`config.mk`:
```
export PLATFORM = sky130hd
export DESIGN_NAME = led_fade_sequencer
export DESIGN_NICKNAME = d
export VERILOG_FILES = /design/src/rtl/led_driver_pkg.sv /design/src/rtl/fade_prescaler.sv /design/src/rtl/led_fade_sequencer.sv
export SDC_FILE = /design/constraint.sdc
export NUM_CORES = 1
export LEC_CHECK = 0
export BUFFER_PORTS_ARGS = -buffer_cell sky130_fd_sc_hd__buf_2
export CORE_MARGIN = 5
export CORE_UTILIZATION = 50
export DETAILED_ROUTE_END_ITERATION = 12
export PLACE_DENSITY = 0.74
export SKIP_CTS_REPAIR_TIMING = 1
export SYNTH_ARGS = -nofsm -noshare
export SYNTH_HDL_FRONTEND = slang
export SYNTH_SLANG_ARGS = --single-unit
```
`constraint.sdc`:
```
create_clock -name clk_400K -period 5.8 [get_ports clk_400K]
set_input_delay 1.74 -clock clk_400K [delete_from_list [all_inputs] [get_ports clk_400K]]
set_output_delay 1.74 -clock clk_400K [all_outputs]
set_load 0.05 [all_outputs]
```
`src/rtl/led_driver_pkg.sv`:
```
// Shared LED-driver types: register map, data width and the fade sequencer's state/direction encodings.
package led_driver_pkg;

  localparam int DATA_BITS = 8;

  typedef enum logic [3:0] {
    REG_MODE1   = 4'h0,
    REG_MODE2   = 4'h1,
    REG_PWM0    = 4'h2,
    REG_PWM1    = 4'h3,
    REG_PWM2    = 4'h4,
    REG_PWM3    = 4'h5,
    REG_GRPPWM  = 4'h6,
    REG_GRPFREQ = 4'h7,
    REG_LEDOUT  = 4'h8
  } reg_enum_t;

  typedef enum logic [2:0] {
    FS_IDLE       = 3'd0,
    FS_INIT_SETUP = 3'd1,
    FS_INIT_WEN   = 3'd2,
    FS_WAIT_TICK  = 3'd3,
    FS_CH_SETUP   = 3'd4,
    FS_CH_WEN     = 3'd5
  } fade_state_e;

  localparam logic FADE_DIR_UP   = 1'b0;
  localparam logic FADE_DIR_DOWN = 1'b1;

endpackage

```
`src/rtl/fade_prescaler.sv`:
```
// Divides clk_400K into a one-cycle fade tick while enabled; ticks the sequencer
// could not take yet are held in tick_pending, and several missed ticks collapse into one.
module fade_prescaler #(
  parameter int STEP_DIV = 4000
) (
  input  logic clk_400K,
  input  logic reset,
  input  logic en,
  input  logic clr,
  input  logic consume,
  output logic tick,
  output logic tick_pending
);

  localparam int CW = (STEP_DIV > 1) ? $clog2(STEP_DIV) : 1;

  logic [CW-1:0] cnt_q, cnt_d;
  logic          tick_pending_q, tick_pending_d;

  assign tick         = en && (cnt_q == CW'(STEP_DIV - 1));
  assign tick_pending = tick_pending_q;

  always_comb begin
    cnt_d = cnt_q;
    if (clr || tick) begin
      cnt_d = '0;
    end else if (en) begin
      cnt_d = cnt_q + CW'(1);
    end
    tick_pending_d = (tick_pending_q || tick) && !consume && !clr;
  end

  always_ff @(posedge clk_400K) begin
    if (reset) begin
      cnt_q          <= '0;
      tick_pending_q <= 1'b0;
    end else begin
      cnt_q          <= cnt_d;
      tick_pending_q <= tick_pending_d;
    end
  end

endmodule

```
`src/rtl/led_fade_sequencer.sv`:
```
// Bus master breathing REG_PWM0..NUM_CH-1 with a shared triangle-wave duty; yields the bus to the host between passes.
// LED_FADE_PHASE_EN: channel n is written with duty + n*PHASE (mod 256) instead of duty.
module led_fade_sequencer
  import led_driver_pkg::*;
#(
  parameter int                   STEP_DIV    = 4000,
  parameter int                   NUM_CH      = 4,
  parameter logic [DATA_BITS-1:0] LEDOUT_INIT = 8'hAA
`ifdef LED_FADE_PHASE_EN
  ,
  parameter logic [DATA_BITS-1:0] PHASE       = 8'h40
`endif
) (
  input  logic                 clk_400K,
  input  logic                 reset,
  input  logic                 run,
  input  logic [NUM_CH-1:0]    ch_mask,
  input  logic [DATA_BITS-1:0] step,
  input  logic                 host_req,
  output logic                 host_gnt,
  output logic                 bus_oe,
  output reg_enum_t            bus_addr,
  output logic [DATA_BITS-1:0] bus_data,
  output logic                 bus_w_en,
  output logic                 busy,
  output logic [DATA_BITS-1:0] duty
);

  localparam int                   CH_W     = (NUM_CH > 1) ? $clog2(NUM_CH) : 1;
  localparam logic [DATA_BITS-1:0] DUTY_MAX = '1;

  fade_state_e          state_q, state_d;
  logic [DATA_BITS-1:0] duty_q, duty_d, duty_upd;
  logic                 dir_q, dir_d, dir_upd;
  logic [NUM_CH-1:0]    mask_q, mask_d;
  logic                 run_q, run_d;
  logic                 host_gnt_q, host_gnt_d;
  logic                 tick, tick_pending, start, wait_exit, host_hold, at_boundary;
  logic [CH_W-1:0]      ch_idx;
  logic [DATA_BITS-1:0] ch_data;

  function automatic logic [CH_W-1:0] lowest_set(input logic [NUM_CH-1:0] m);
    lowest_set = '0;
    for (int i = NUM_CH - 1; i >= 0; i--) begin
      if (m[i]) lowest_set = CH_W'(i);
    end
  endfunction

  // mask_q holds the channels still to be written in this pass; the lowest one is next.
  assign ch_idx = lowest_set(mask_q);

`ifdef LED_FADE_PHASE_EN
  assign ch_data = duty_q + DATA_BITS'(ch_idx) * PHASE;
`else
  assign ch_data = duty_q;
`endif

  fade_prescaler #(.STEP_DIV(STEP_DIV)) u_prescaler (
    .clk_400K     (clk_400K),
    .reset        (reset),
    .en           (state_q != FS_IDLE),
    .clr          (start),
    .consume      (wait_exit),
    .tick         (tick),
    .tick_pending (tick_pending)
  );

  // The host can only take the bus where no write is in flight; once granted the FSM freezes.
  assign at_boundary = (state_q == FS_IDLE) || (state_q == FS_WAIT_TICK);
  assign host_gnt_d  = host_req && (host_gnt_q || at_boundary);
  assign host_hold   = host_gnt_q || (host_req && at_boundary);
  assign run_d       = run;

  always_comb begin
    duty_upd = duty_q;
    dir_upd  = dir_q;
    if (dir_q == FADE_DIR_UP) begin
      if (duty_q > DUTY_MAX - step) begin
        duty_upd = DUTY_MAX;
        dir_upd  = FADE_DIR_DOWN;
      end else begin
        duty_upd = duty_q + step;
      end
    end else if (duty_q < step) begin
      duty_upd = '0;
      dir_upd  = FADE_DIR_UP;
    end else begin
      duty_upd = duty_q - step;
    end
  end

  always_comb begin
    state_d   = state_q;
    duty_d    = duty_q;
    dir_d     = dir_q;
    mask_d    = mask_q;
    start     = 1'b0;
    wait_exit = 1'b0;
    if (!host_hold) begin
      case (state_q)
        FS_IDLE: begin
          if (run && !run_q) begin
            state_d = FS_INIT_SETUP;
            start   = 1'b1;
          end
        end
        FS_INIT_SETUP: state_d = FS_INIT_WEN;
        FS_INIT_WEN:   state_d = run ? FS_WAIT_TICK : FS_IDLE;
        FS_WAIT_TICK: begin
          if (!run) begin
            state_d = FS_IDLE;
          end else if (tick || tick_pending) begin
            wait_exit = 1'b1;
            duty_d    = duty_upd;
            dir_d     = dir_upd;
            mask_d    = ch_mask;
            state_d   = (ch_mask != '0) ? FS_CH_SETUP : FS_WAIT_TICK;
          end
        end
        FS_CH_SETUP: state_d = FS_CH_WEN;
        FS_CH_WEN: begin
          mask_d = mask_q & ~(NUM_CH'(1) << ch_idx);
          if (!run)                state_d = FS_IDLE;
          else if (mask_d == '0)   state_d = FS_WAIT_TICK;
          else                     state_d = FS_CH_SETUP;
        end
        default: state_d = FS_IDLE;
      endcase
    end
  end

  always_comb begin
    bus_oe   = 1'b0;
    bus_w_en = 1'b0;
    bus_addr = REG_PWM0;
    bus_data = '0;
    case (state_q)
      FS_INIT_SETUP, FS_INIT_WEN: begin
        bus_oe   = 1'b1;
        bus_w_en = (state_q == FS_INIT_WEN);
        bus_addr = REG_LEDOUT;
        bus_data = LEDOUT_INIT;
      end
      FS_CH_SETUP, FS_CH_WEN: begin
        bus_oe   = 1'b1;
        bus_w_en = (state_q == FS_CH_WEN);
        bus_addr = reg_enum_t'(4'(REG_PWM0) + 4'(ch_idx));
        bus_data = ch_data;
      end
      default: ;
    endcase
  end

  assign busy     = (state_q != FS_IDLE);
  assign host_gnt = host_gnt_q;
  assign duty     = duty_q;

  always_ff @(posedge clk_400K) begin
    if (reset) begin
      state_q    <= FS_IDLE;
      duty_q     <= '0;
      dir_q      <= FADE_DIR_UP;
      mask_q     <= '0;
      run_q      <= 1'b0;
      host_gnt_q <= 1'b0;
    end else begin
      state_q    <= state_d;
      duty_q     <= duty_d;
      dir_q      <= dir_d;
      mask_q     <= mask_d;
      run_q      <= run_d;
      host_gnt_q <= host_gnt_d;
    end
  end

endmodule
```
==> metrics.md <==
| Metric | Value |
|---|---|
| Via density per instance | `about 5.5` |
| Final Wtd Congestion | `0.8564` |
| Cell variety after synth | `57` |
| Reg-to-reg startpoint | `duty[0]` |
| R2r endpoint | `duty[1]` |
| Peak supply drop | `around 0.00031 V` |
| Final Hold Viols | `0` |
| CTS buffer count | `5` |
| Dpl cell area | `about 2700 µm²` |
| CTS tree | `built` |
| Fin Hold WS | `between 0.4 and 0.5 ns` |
| Fmax | `0.2649 GHz` |
| Number of port buffers | `39` |
| Finish-stage setup viols | `0` |
| Die Wd | `about 80 µm` |
| Max Cap Viol | `0` |
| FF-to-FF path depth | `10` |
| Final Max Slew Viols | `0` |
| Worst-margin pin slew | `roughly 0.8 ns` |
| Residual DRC | `0` |
| Placed cells | `just under 400` |
| Ys async rst share | `0%` |
| TNS Setup | `0 ns` |
| Register area share after synthesis | `25.29%` |
| Die extent in y | `roughly 80 µm` |
| Starting Density | `approximately half` |
| Crit path DAT | `~2.0 ns` |
| Crit path max fanout | `12` |
| Inserted Diodes | `0` |
| CORE AREA | `roughly 4800 µm²` |
| YS warnings | `0` |
| H-tree depth | `2` |
| Worst setup SP type | `register` |
| Post-Syn Instances | `a little over 300` |
| Post-DP HPWL | `between 4 and 5 mm` |
| Syn_area_per_cell | `between 8 and 9 µm²` |
| Critical Path RT | `between 4 and 5 ns` |
| Drt wl/cell | `13.89 µm` |
| Synth area leaders | `dfxtp_1 25%, ha_1 9.2%, nor2_1 6.6%` |
| Die ar. | `6408 µm²` |
| Initial antenna violation count | `0` |
| Fillers | `471` |
| CTS clock-pin slew for the worst setup and hold paths | `approximately 0.06 ns` |
| Detailed Route WL | `5.612 mm` |
| Synth-to-layout area growth | `11.32%` |
| Final worst path period share | `65.08%` |
| Synthesized area | `2454 µm²` |
| Largest net degree at the start of global routing | `20` |
| Top-area cell type share of the netlist area | `around a quarter` |
| Worst skew pair latency | `slightly below 0.3 ns` |
| Leakage | `around 1.2 nW` |
| Synth Flop Type | `dfxtp_1` |
| Net count, final | `between 300 and 400` |
| GRT overflow | `0` |
| Min-delay worst type | `register to register` |
| Syn nets | `approximately 340` |
| Critical path class | `register to output pin` |
| GRT Total Usage | `between 10% and 20%` |
| Headroom to the max-slew limit | `between 40% and 50%` |
| First-pass GRT wire length | `around 9.4 mm` |
| Largest area contributor in the netlist | `dfxtp_1` |
| Hold Path Sink | `u_prescaler.cnt_q[1]` |
| Clock sink total | `31` |
| DRT Pass-1 Iters | `4` |
| Seq cells post-synth | `31` |
| Total power | `0.0008662 W` |
| Element type at the critical path end | `output pin` |
| Number of synthesized flops with an enable pin | `0` |
| Tmin final | `~3.8 ns` |
| Post-route cell area | `around 2700 µm²` |
| Hold_sp | `u_prescaler.cnt_q[1]` |
| Root Buffer | `clkbuf_8` |
| Via count | `between 2000 and 2500` |
| Pwr Density | `approximately 320 nW/µm²` |
| Maximum clock path buffer count | `2` |
| Placement Rows | `25` |
| FF-to-FF setup slack | `approximately 3.4 ns` |
| Status | `finished clean` |
| Antenna Violating Nets Remaining | `0` |
| Hold depth | `2` |
| Vias in the first global route | `about 2000` |
| RSZ-0062 raised after global routing | `no` |
| Critical Path Start | `state_q[2]` |
| Fin cells | `slightly above 400` |
| Starting DRC count in detailed routing | `between 100 and 150` |
| Share of layout cells above drive strength 1 | `about 18%` |
| Final Skew | `0.009669 ns` |
| I/O Pins | `40` |
-- where the power goes --
group / leakage (nW) / switching, W / internal, W
Clock: 0.0422 / 0.0000814 / 0.0000841
Sequential: 0.251 / 0.0000365 / 0.000231
Combinational: 0.874 / 0.000313 / 0.000120
Total: 1.17 / 0.000431 / 0.000435
-- Yosys cell counts (all sizes together), types with 3 or more instances --
cell    instances
ha             18
nor3            7
nand2          17
inv            19
xor2           11
nand2b          5
nor2           43
a31oi           3
nand3           9
o21bai          4
nor2b          10
and2            8
dfxtp          31
clkbuf          5
a311oi          5
a211oi          6
mux2i           3
or2             4
o21ai          13
nor3b           5
a21oi          18
and3            4
xnor2           8
buf            11
a21o            4
nand4           3
-- registers in the layout (all words and copies together), names as in the netlist --
| register | cells |
|---|---|
| u_prescaler.cnt_q | 12 |
| duty | 8 |
| mask_q | 4 |
| state_q | 3 |
| dir_q | 1 |
| host_gnt | 1 |
| run_q | 1 |
| u_prescaler.tick_pending | 1 |
-- routing by layer --
metal | wire length [µm] | GRT usage (%) | vias to the layer above
met5 | 0 | 0 | -
met4 | 113 | 6.757 | 0
met3 | 336 | 4.372 | 12
met2 | 2482 | 28.64 | 56
met1 | 2680 | 24.52 | 1012
li1 | - | - | 1132
-- logic make-up (layout without fill, tap and decap cells) --
family	after synthesis	in the layout	synth area share, %
simple gates	124	124	26.36
compound gates	73	73	22.85
mux	3	3	1.224
fa+ha+maj	21	21	11.22
buf+inv	35	66	6.272
xor+xnor	19	19	6.782
flops	31	31	25.29
-- layout make-up --
type / instances / area, µm² / share of cell area, %
clock inverter: 1 / 5.005 / 0.1832
multi-input combinational: 240 / 1679 / 61.48
timing repair buffer: 39 / 195.2 / 7.146
clock buffer: 7 / 76.32 / 2.794
inverter: 19 / 71.32 / 2.611
sequential: 31 / 620.6 / 22.72
tap: 67 / 83.83 / 3.069
-- worst max-delay path, stage by stage, from the launching register on --
cell and delay (ns):
dfxtp_1 0.55, nor2b_1 0.64, and3_1 0.28, nor2_1 0.05, buf_2 0.23
-- layout by cell type (no fill, tap or decap), types with 2 or more instances in the layout --
master and instances:
clkbuf_1 2, nand4_1 3, o22ai_1 2, inv_1 19
xnor2_1 8, o221ai_1 2, buf_2 39, a211oi_1 5
o21a_1 2, a31oi_1 3, a21oi_1 16, xor2_1 11
mux2i_1 3, nor4b_1 2, nand3_1 9, nand2b_1 4
nor2_1 43, and3_1 4, a311oi_1 5, a31o_2 2
nor3_1 7, o2111ai_1 2, a21o_1 4, ha_1 18
and2_1 7, nand3b_1 2, o211ai_1 2, fa_1 2
dfxtp_1 31, o21ai_0 12, clkbuf_8 5, nor3b_1 5
or2_2 4, nor2b_1 10, nand2_1 17, o21bai_1 4
-- metrics by stage --
stage	setup WS [ns]	utilization [%]
2_1_floorplan	2.195	-
3_3_place_gp	2.098	55.74
3_5_place_dp	2.046	55.74
4_1_cts	1.977	57.45
5_1_grt	1.818	57.45
6_report	2.025	57.45
-- worst max path at each step --
stage | to | slack (ns) | cells after the start
after floorplan | bus_addr[1] | 2.20 | 5
after CTS | bus_addr[1] | 1.98 | 4
after global routing | bus_addr[1] | 1.82 | 4
final | bus_addr[1] | 2.03 | 4
after detailed placement | duty[1] | 2.05 | 10
after global placement | duty[1] | 2.10 | 10
Note: power is estimated with default switching activity, not from simulation.
